`src/rtl/pixel_packer_pkg.sv`:
```
// Shared state encoding and default geometry for the pixel packer.
package pixel_packer_pkg;

  localparam int DEFAULT_PIXEL_W = 24;
  localparam int DEFAULT_WORD_W  = 32;

  typedef enum logic {
    S_RUN   = 1'b0,
    S_FLUSH = 1'b1
  } state_t;

endpackage

```
`src/rtl/pp_out_stage.sv`:
```
// Output word register for the pixel packer: holds a word until the sink takes it.
module pp_out_stage
  import pixel_packer_pkg::*;
#(
  parameter int WORD_W = DEFAULT_WORD_W
) (
  input  logic              i_clock,
  input  logic              i_reset,
  input  logic              load,
  input  logic [WORD_W-1:0] loadData,
  input  logic              loadLast,
  input  logic              wordReady,
  output logic [WORD_W-1:0] wordData,
  output logic              wordValid,
  output logic              wordLast,
  output logic              free
);

  // The register can take a new word when empty or when the sink drains it this cycle.
  assign free = !wordValid || wordReady;

  // NOTE: registers use non-blocking assignments so every flop samples pre-edge values.
  always_ff @(posedge i_clock) begin
    if (i_reset) begin
      wordData  <= '0;
      wordValid <= 1'b0;
      wordLast  <= 1'b0;
    end else if (load) begin
      wordData  <= loadData;
      wordValid <= 1'b1;
      wordLast  <= loadLast;
    end else if (wordReady) begin
      wordValid <= 1'b0;
      wordLast  <= 1'b0;
    end
  end

endmodule

```
`src/rtl/pixel_packer.sv`:
```
// Packs MSB-first pixels into fixed-width words with flush padding and frame resync.
module pixel_packer
  import pixel_packer_pkg::*;
#(
  parameter int PIXEL_W = DEFAULT_PIXEL_W,
  parameter int WORD_W  = DEFAULT_WORD_W
) (
  input  logic               i_clock,
  input  logic               i_reset,
  input  logic [PIXEL_W-1:0] i_pixelData,
  input  logic               i_pixelValid,
  output logic               o_pixelReady,
  input  logic               i_frameStart,
  input  logic               i_flush,
  output logic [WORD_W-1:0]  o_wordData,
  output logic               o_wordValid,
  input  logic               i_wordReady,
  output logic               o_wordLast,
  output logic               o_flushDone,
  output logic               o_overrun,
  output logic [7:0]         o_dropCount
);

  localparam int ACC_W     = WORD_W + PIXEL_W - 1;
  localparam int CNT_W     = $clog2(ACC_W + 1);
  localparam int PIX_SHIFT = ACC_W - PIXEL_W;
  localparam logic [CNT_W-1:0] WORD_CNT  = CNT_W'(WORD_W);
  localparam logic [CNT_W-1:0] PIXEL_CNT = CNT_W'(PIXEL_W);

  state_t            state, stateNext;
  logic [ACC_W-1:0]  acc, accNext, pixelAligned;
  logic [CNT_W-1:0]  cnt, cntAfterEmit, cntNext;
  logic              outFree, frameClear, fullAvail, partAvail, emit, emitLast, accept;

  assign pixelAligned = ACC_W'(i_pixelData) << PIX_SHIFT;

  // NOTE: every combinational output gets a default first so no latch is inferred.
  always_comb begin
    fullAvail    = cnt >= WORD_CNT;
    partAvail    = (state == S_FLUSH) && (cnt != '0) && !fullAvail;
    frameClear   = (state == S_RUN) && i_frameStart;
    emit         = (fullAvail || partAvail) && outFree && !frameClear;

    cntAfterEmit = cnt;
    if (frameClear) begin
      cntAfterEmit = '0;
    end else if (emit) begin
      cntAfterEmit = fullAvail ? cnt - WORD_CNT : '0;
    end

    o_pixelReady = !i_reset && (state == S_RUN) && (cntAfterEmit < WORD_CNT);
    accept       = i_pixelValid && o_pixelReady;

    // Valid bits stay MSB-aligned with zeros below, so a padded word is just the top slice.
    accNext = frameClear ? '0 : (emit ? acc << WORD_W : acc);
    if (accept) begin
      accNext = accNext | (pixelAligned >> cntAfterEmit);
    end
    cntNext = accept ? cntAfterEmit + PIXEL_CNT : cntAfterEmit;

    emitLast    = emit && (state == S_FLUSH) && (cntAfterEmit == '0);
    o_flushDone = !i_reset && (state == S_FLUSH) && (cnt == '0);

    stateNext = state;
    case (state)
      S_RUN:   if (i_flush && !i_frameStart) stateNext = S_FLUSH;
      S_FLUSH: if (cnt == '0) stateNext = S_RUN;
      default: stateNext = S_RUN;
    endcase
  end

  always_ff @(posedge i_clock) begin
    if (i_reset) begin
      state       <= S_RUN;
      acc         <= '0;
      cnt         <= '0;
      o_overrun   <= 1'b0;
      o_dropCount <= '0;
    end else begin
      state <= stateNext;
      acc   <= accNext;
      cnt   <= cntNext;
      if (i_pixelValid && !o_pixelReady) begin
        o_overrun <= 1'b1;
      end
      if (frameClear && (cnt != '0) && (o_dropCount != 8'hFF)) begin
        o_dropCount <= o_dropCount + 8'd1;
      end
    end
  end

  pp_out_stage #(
    .WORD_W (WORD_W)
  ) u_outStage (
    .i_clock   (i_clock),
    .i_reset   (i_reset),
    .load      (emit),
    .loadData  (acc[ACC_W-1 -: WORD_W]),
    .loadLast  (emitLast),
    .wordReady (i_wordReady),
    .wordData  (o_wordData),
    .wordValid (o_wordValid),
    .wordLast  (o_wordLast),
    .free      (outFree)
  );

endmodule
```
`config.mk`:
```
export PLATFORM = sky130hd
export DESIGN_NAME = pixel_packer
export DESIGN_NICKNAME = d
export VERILOG_FILES = /design/src/rtl/pixel_packer_pkg.sv /design/src/rtl/pp_out_stage.sv /design/src/rtl/pixel_packer.sv
export SDC_FILE = /design/constraint.sdc
export NUM_CORES = 1
export LEC_CHECK = 0
export BUFFER_PORTS_ARGS = -buffer_cell sky130_fd_sc_hd__buf_2
export CAP_MARGIN = 0
export CELL_PAD_IN_SITES_DETAIL_PLACEMENT = 2
export CELL_PAD_IN_SITES_GLOBAL_PLACEMENT = 2
export CORE_ASPECT_RATIO = 0.5
export CORE_MARGIN = 2
export CORE_UTILIZATION = 33
export CTS_BUF_LIST = sky130_fd_sc_hd__clkbuf_8
export CTS_CLUSTER_DIAMETER = 100
export DETAILED_ROUTE_END_ITERATION = 6
export PLACE_DENSITY_LB_ADDON = 0.1
export SLEW_MARGIN = 5
export SYNTH_ARGS = -nofsm -noshare
export SYNTH_HDL_FRONTEND = slang
export SYNTH_SLANG_ARGS = --single-unit
```
`constraint.sdc`:
```
create_clock -name i_clock -period 2.78 [get_ports i_clock]
set_clock_uncertainty 0.2 [all_clocks]
set_input_delay 0.695 -clock i_clock [delete_from_list [all_inputs] [get_ports i_clock]]
set_output_delay 0.695 -clock i_clock [all_outputs]
set_load 0.1 [all_outputs]
```
==> impl_metrics.csv, run 1 <==
group,metric,value,unit
outcome,run_status,"finished clean",
placed_design,portBuffers,74,
critical_path,r2r-end,"acc[24]$_SDFF_PP0_",
global_route,grt.overflow.total,0,
logic_synthesis,yosysUniqueCellTypes,67,
finish,syn2layout_area_growth,34.4,%
finish,layout-drive-gt1-share,32.4,%
routing,antenna_left,0,
placed_design,dpl.hpwl,22200,um
routing,vias,7035,
floorplanning,fp-row-count,34,
logic_synthesis,syn_area,5930,um2
logic_synthesis,synth_xor_area_share,1.03,%
critical_path,criticalPathCategory,"input port to flop",
global_route,antenna_found_initial,0,
cts,ctsHoldBuffers,0,
placed_design,dpl.cell_count,1176,
logic_synthesis,avgSynthCellArea,7.68,um2
critical_path,critPathArrivalTime,2.79,ns
sta,finalMaxSlewViolations,0,
worst_hold_path,hold_class,"flop to flop",
critical_path,rrSetupSlack,0.07,ns
routing,drtPass1Iterations,5,
logic_synthesis,synth_compound_gate_area_share,28.3,%
logic_synthesis,synthAdderAreaFrac,0.422,%
global_route,grt_usage,31.0,%
logic_synthesis,syn_inst,773,
cts,cts_buffer_depth,2,
job,cap_viol_max_count,0,
sta,period_share,97.7,%
finish,instances_no_fill,1193,
power_and_ir_drop,peakVddDrop,0.000211,V
floorplanning,io_pins,75,
routing,drt_iter0_markers,533,
logic_synthesis,synth_area_leaders,"dfxtp_1 35%, nand2_1 8.6%, a21oi_1 6.5%",
floorplanning,fp.dieW,194,um
critical_path,startpoint_type,"input port",
critical_path,regToRegStartpoint,"state$_SDFF_PP0_",
sta,worst_pin_slew,0.798,ns
logic_synthesis,synthArstFlopShare,0,%
finish,fill_cells,2035,
floorplanning,die_height,98.8,um
sta,relSlewSlack,46.5,%
sta,finalHoldViolations,0,
routing,drc,0,
global_route,grt_max_degree,56,
sta,setup-tns-final,0,ns
critical_path,end_kind,"flop",
power_and_ir_drop,total_power,3.42,mW
cts,clk_pin_slew,0.12,ns
cts,clk_latency,0.41,ns
cts,cts_buffers,9,
cts,cts_sinks,105,
sta,fmax,0.368,GHz
cts,ctsRootBufferMaster,"clkbuf_8",
floorplanning,die-area,19100,um2
floorplanning,coreArea,17500,um2
critical_path,rr_worst_depth,10,
worst_hold_path,hold_depth,2,
logic_synthesis,syn_nets,805,
global_route,grt_pass1_vias,7416,
sta,rsz0062_at_grt,"yes",
logic_synthesis,seq_area_frac_synth,35.4,%
logic_synthesis,synth_seq_cells,105,
power_and_ir_drop,leakage,3.19,nW
finish,diodes,0,
logic_synthesis,synthSimpleGateAreaFrac,23.0,%
power_and_ir_drop,pwr_density_cell,429,nW/um2
sta,fin_crit,2.71,ns
worst_hold_path,hold_path_end,"u_outStage.wordData[4]$_SDFFE_PP0P_",
global_route,grt_pass1_wl,45300,um
logic_synthesis,yosys_warnings,0,
critical_path,cp.required,2.86,ns
cts,cts_tree,"built",
worst_hold_path,hold_start,"u_outStage.wordData[4]$_SDFFE_PP0P_",
logic_synthesis,yosysTopAreaCellShare,35.4,%
floorplanning,initial_core_util,33.9,%
logic_synthesis,synth_ff_type,"dfxtp_1",
finish,nNetsFinal,986,
placed_design,place_congestion,0.897,
logic_synthesis,synth-edff-count,0,
routing,routed_via_density,5.90,
logic_synthesis,synth_mux_area_share,6.03,%
logic_synthesis,synth_top_family_by_area,"compound AO/OA/AOI/OAI gates",
routing,wl,30200,um
sta,setup_viol,0,
routing,wl_per_cell,25.3,um
logic_synthesis,synth_top_cell_by_area,"dfxtp_1",
cts,htree_levels,3,
critical_path,worstPathMaxFanout,7,
## placed cells by master, fill, tap and decap left out, types with 19 or more instances in the layout
master	synthesis	layout
nand3_1	23	23
o21ai_0	32	31
o22ai_1	25	24
nor2_1	62	60
a21oi_1	77	77
dfxtp_1	105	101
mux2i_1	20	19
nand2_1	136	133
buf_2	20	71
buf_4	6	157
## flip-flops by register name, indices dropped and copies added, names as in the netlist
| register | cells |
|---|---|
| acc | 55 |
| u_outStage.wordData | 32 |
| o_dropCount | 8 |
| cnt | 6 |
| o_overrun | 1 |
| state | 1 |
| u_outStage.wordLast | 1 |
| u_outStage.wordValid | 1 |
## where the power goes
part	total (mW)	switching, mW	internal [mW]
registers	1.57	0.0344	1.54
logic	0.758	0.479	0.280
clock network	1.09	0.650	0.438
## worst max-delay path by stage
stage | startpoint | slack (ns) | end
finish | i_frameStart | 0.07 | acc[39]$_SDFF_PP0_
global route | i_frameStart | -0.02 | acc[39]$_SDFF_PP0_
CTS | cnt[0]$_SDFF_PP0_ | -0.03 | o_flushDone
detailed placement | i_wordReady | -0.37 | acc[24]$_SDFF_PP0_
global placement | i_frameStart | -0.32 | acc[14]$_SDFF_PP0_
floorplan | i_reset | 0.009 | o_flushDone
## Yosys cell counts (3+ instances only)
master	instances
a211o_1	4
o21ai_1	4
a21oi_1	77
xnor2_1	4
nor3_1	19
o211ai_1	4
a211oi_1	7
nand3_1	23
a311oi_1	4
o2bb2ai_1	3
a31oi_1	16
or2_1	3
and2_1	3
o21a_1	4
o21ai_0	32
nor4_1	7
buf_2	20
nand2_1	136
a22oi_1	11
inv_1	10
nand2b_1	10
nor2_1	62
o31ai_1	3
a32oi_1	4
xor2_1	3
o221ai_1	3
o32ai_1	13
dfxtp_1	105
mux2i_1	20
nor3b_1	4
o22ai_1	25
buf_4	6
buf_1	6
or2_2	3
nand4_1	5
a21o_1	6
clkbuf_1	31
or3_1	4
and3_1	11
mux2_2	14
a22o_1	4
a221oi_1	7
## critical path, stage by stage
cell and delay [ns]:
buf_2 0.12, nor2b_2 0.40, buf_4 0.26, nor3_1 0.06, o32ai_1 0.33, buf_4 0.19, nor2_1 0.04, mux2_2 0.32
mux2i_1 0.23, o22ai_1 0.13
## area by class of cell
type	count	area (um2)	area share (%)
clock buffer	9	124	1.55
clock inverter	7	90.1	1.13
inverter	11	45.0	0.565
multi-input combinational	592	3640	45.6
sequential	105	2110	26.5
tap	234	293	3.67
timing repair buffer	235	1670	21.0
## per-stage QoR
stage	hold slack [ns]	cell area, um2	utilization, %	worst slack [ns]
global placement	0.239	7630	43.7	-0.316
CTS	0.269	7890	45.1	-0.0263
finish	0.263	7980	45.6	0.0652
detailed placement	0.249	7630	43.7	-0.369
floorplan	0.225	5950	-	0.00874
global route	0.294	7980	45.6	-0.0246
## metal layers
layer / part of all wire, % / wire, um / track usage (%)
met5: 0 / 0 / 0
met4: 2.3 / 702 / 8.98
met3: 4.8 / 1460 / 4.76
met2: 46 / 13800 / 49.9
met1: 47 / 14300 / 43.0
## logic make-up after synthesis
| kind of cell | Yosys count |
|---|---|
| fa+ha+maj | 2 |
| compound gates | 249 |
| flops | 105 |
| buf+inv | 76 |
| mux | 34 |
| xor+xnor | 7 |
| simple gates | 300 |
## timing repair
action                                  in CTS  in global routing
setup buffers                                0                  1
endpoints found under the setup margin      15                 25
pin swaps                                    0                  1
gates resized for setup                     10                 19
(Power assumes the default switching activity.)
==> run 2: changes to the inputs <==
==> constraint.sdc (replaced) <==
create_clock -name i_clock -period 2.78 [get_ports i_clock]
set_clock_uncertainty 0.2 [all_clocks]
set_input_delay 0.695 -clock i_clock [delete_from_list [all_inputs] [get_ports i_clock]]
set_output_delay 0.695 -clock i_clock [all_outputs]
set_load 0.01 [all_outputs]
==> impl_metrics.csv, run 2 (same netlist as run 1, synthesis figures left out) <==
group,metric,value,unit
cts,cts_sinks,105,
power_and_ir_drop,p_sw_share,33.1,%
power_and_ir_drop,power_frac_seq,49.0,%
global_route,antenna_found_initial,0,
routing,antenna_left,0,
sta,period_share,96.6,%
critical_path,r2r-end,"acc[23]$_SDFF_PP0_",
routing,drtPass1Iterations,5,
routing,routed_via_density,5.76,
routing,drt_iter0_markers,501,
routing,vias,6753,
global_route,grt_max_degree,77,
worst_hold_path,hold_path_end,"u_outStage.wordData[31]$_SDFFE_PP0P_",
global_route,grt_pass1_wl,43900,um
power_and_ir_drop,internal-power,2.15,mW
critical_path,critPathArrivalTime,2.73,ns
worst_hold_path,hold_class,"flop to flop",
sta,relSlewSlack,42.4,%
global_route,grt.overflow.total,0,
finish,diodes,0,
floorplanning,fp-row-count,34,
finish,syn2layout_area_growth,31.6,%
finish,largest_register_ffs,55,
finish,nNetsFinal,966,
finish,instances_no_fill,1173,
finish,regMostFlops,"acc",
floorplanning,io_pins,75,
power_and_ir_drop,p_switching,1.06,mW
global_route,use_met2,49.4,%
placed_design,dpl.hpwl,21100,um
finish,reg.largest.list,"acc (55), u_outStage.wordData (32), o_dropCount (8)",
global_route,grt_pass1_vias,7243,
critical_path,rrSetupSlack,0.11,ns
cts,clk_pin_slew,0.12,ns
critical_path,rr_worst_depth,10,
critical_path,startpoint_type,"input port",
global_route,met3_usage,5.68,%
critical_path,criticalPathCategory,"input port to flop",
cts,ctsRootBufferMaster,"clkbuf_8",
sta,fmax,0.372,GHz
outcome,run_status,"finished clean",
global_route,grt_busiest_layer,"met2",
sta,fin_crit,2.68,ns
power_and_ir_drop,p_comb_share,21.2,%
floorplanning,initial_core_util,33.9,%
sta,setup_viol,0,
cts,cts_buffers,9,
sta,finalHoldViolations,0,
worst_hold_path,hold_depth,2,
routing,drc,0,
power_and_ir_drop,total_power,3.21,mW
cts,cts_buffer_depth,2,
placed_design,place_congestion,0.950,
critical_path,worstPathMaxFanout,5,
sta,worst_pin_slew,0.864,ns
floorplanning,die_height,98.8,um
placed_design,portBuffers,74,
global_route,grt_usage,30.0,%
critical_path,end_kind,"flop",
critical_path,regToRegStartpoint,"cnt[5]$_SDFF_PP0_",
worst_hold_path,hold_start,"u_outStage.wordData[31]$_SDFFE_PP0P_",
power_and_ir_drop,pwr_density_cell,412,nW/um2
sta,finalMaxSlewViolations,0,
job,cap_viol_max_count,0,
floorplanning,fp.dieW,194,um
finish,final_common_cell,"nand2_1",
power_and_ir_drop,power_frac_clock,29.8,%
floorplanning,coreArea,17500,um2
power_and_ir_drop,peakVddDrop,0.000201,V
routing,wl_per_cell,24.2,um
floorplanning,die-area,19100,um2
power_and_ir_drop,leakage,3.08,nW
critical_path,cp.required,2.83,ns
placed_design,dpl.cell_count,1152,
finish,mostFrequentLayoutCells,"133 x nand2_1, 130 x buf_4, 104 x dfxtp_1",
cts,htree_levels,3,
sta,fin_hold_ws,0.262,ns
global_route,met1_usage,41.2,%
cts,cts_tree,"built",
cts,clk_latency,0.40,ns
finish,layout-drive-gt1-share,30.5,%
sta,rsz0062_at_grt,"no",
routing,wl,28400,um
-- run 2: cell count changes in the layout (fill, tap and decap cells not counted), sizes merged --
cell      change
inv           +1
clkinv        -1
clkinvlp      +1
bufinv        -1
buf          -20
-- run 2: critical path, stage by stage --
cell and delay [ns]:
buf_2 0.11, and2b_4 0.31, o21ai_4 0.09, buf_12 0.14, buf_4 0.15, o32ai_1 0.28
nor2_1 0.07, buf_4 0.15, mux2_2 0.31, mux2i_1 0.29, o22ai_1 0.14
-- run 2: repair_timing --
item | in CTS | in global routing
pin swaps | 1 | 1
endpoints found under the hold margin | 0 | 0
resized for setup | 5 | 20
hold buffers | 0 | 0
setup buffers | 5 | 0
setup endpoints to repair | 9 | 31
-- run 2: area by class of cell --
cell class / instances / area, um2
fill: 2021 / 9680
multi-input combinational: 592 / 3610
sequential: 105 / 2100
timing repair buffer: 215 / 1580
tap: 234 / 293
clock buffer: 9 / 124
clock inverter: 7 / 55.1
inverter: 11 / 41.3
-- run 2: worst max-delay path by stage --
stage | startpoint | endpoint | slack, ns | cells past startpoint
2_1_floorplan | i_wordReady | acc[26]$_SDFF_PP0_ | 0.20 | 9
3_3_place_gp | i_frameStart | acc[39]$_SDFF_PP0_ | -0.37 | 9
3_5_place_dp | i_frameStart | acc[23]$_SDFF_PP0_ | -0.51 | 9
4_1_cts | cnt[5]$_SDFF_PP0_ | o_flushDone | 0.02 | 5
5_1_grt | i_wordReady | acc[44]$_SDFF_PP0_ | 0.002 | 9
6_report | i_wordReady | acc[23]$_SDFF_PP0_ | 0.1 | 11
-- run 2: through the flow --
stage          util, %  instance area [um2]  setup slack (ns)  TNS [ns]
6_report          44.7                 7810            0.0951         0
5_1_grt           44.7                 7810           0.00159         0
4_1_cts           44.2                 7730            0.0200         0
3_5_place_dp      42.8                 7480            -0.510    -12.27
3_3_place_gp      42.8                 7480            -0.370     -7.28
2_1_floorplan        -                 5930             0.197         0
-- run 2: power by group through the flow --
stage	Clock, mW	Sequential (mW)	Combinational [mW]
final	0.958	1.57	0.682
after global routing	1.03	1.58	0.726
after CTS	0.975	1.57	0.657
after detailed placement	0	1.61	0.630
after global placement	0	1.60	0.613
after floorplan	0	1.59	0.302
-- run 2: per-layer routing --
layer	part of all wire, %	up-vias	wire length [um]
li1	-	3139	-
met1	48	3387	13600
met2	45	191	12900
met3	5.4	36	1530
met4	1.5	0	431
met5	0	-	0
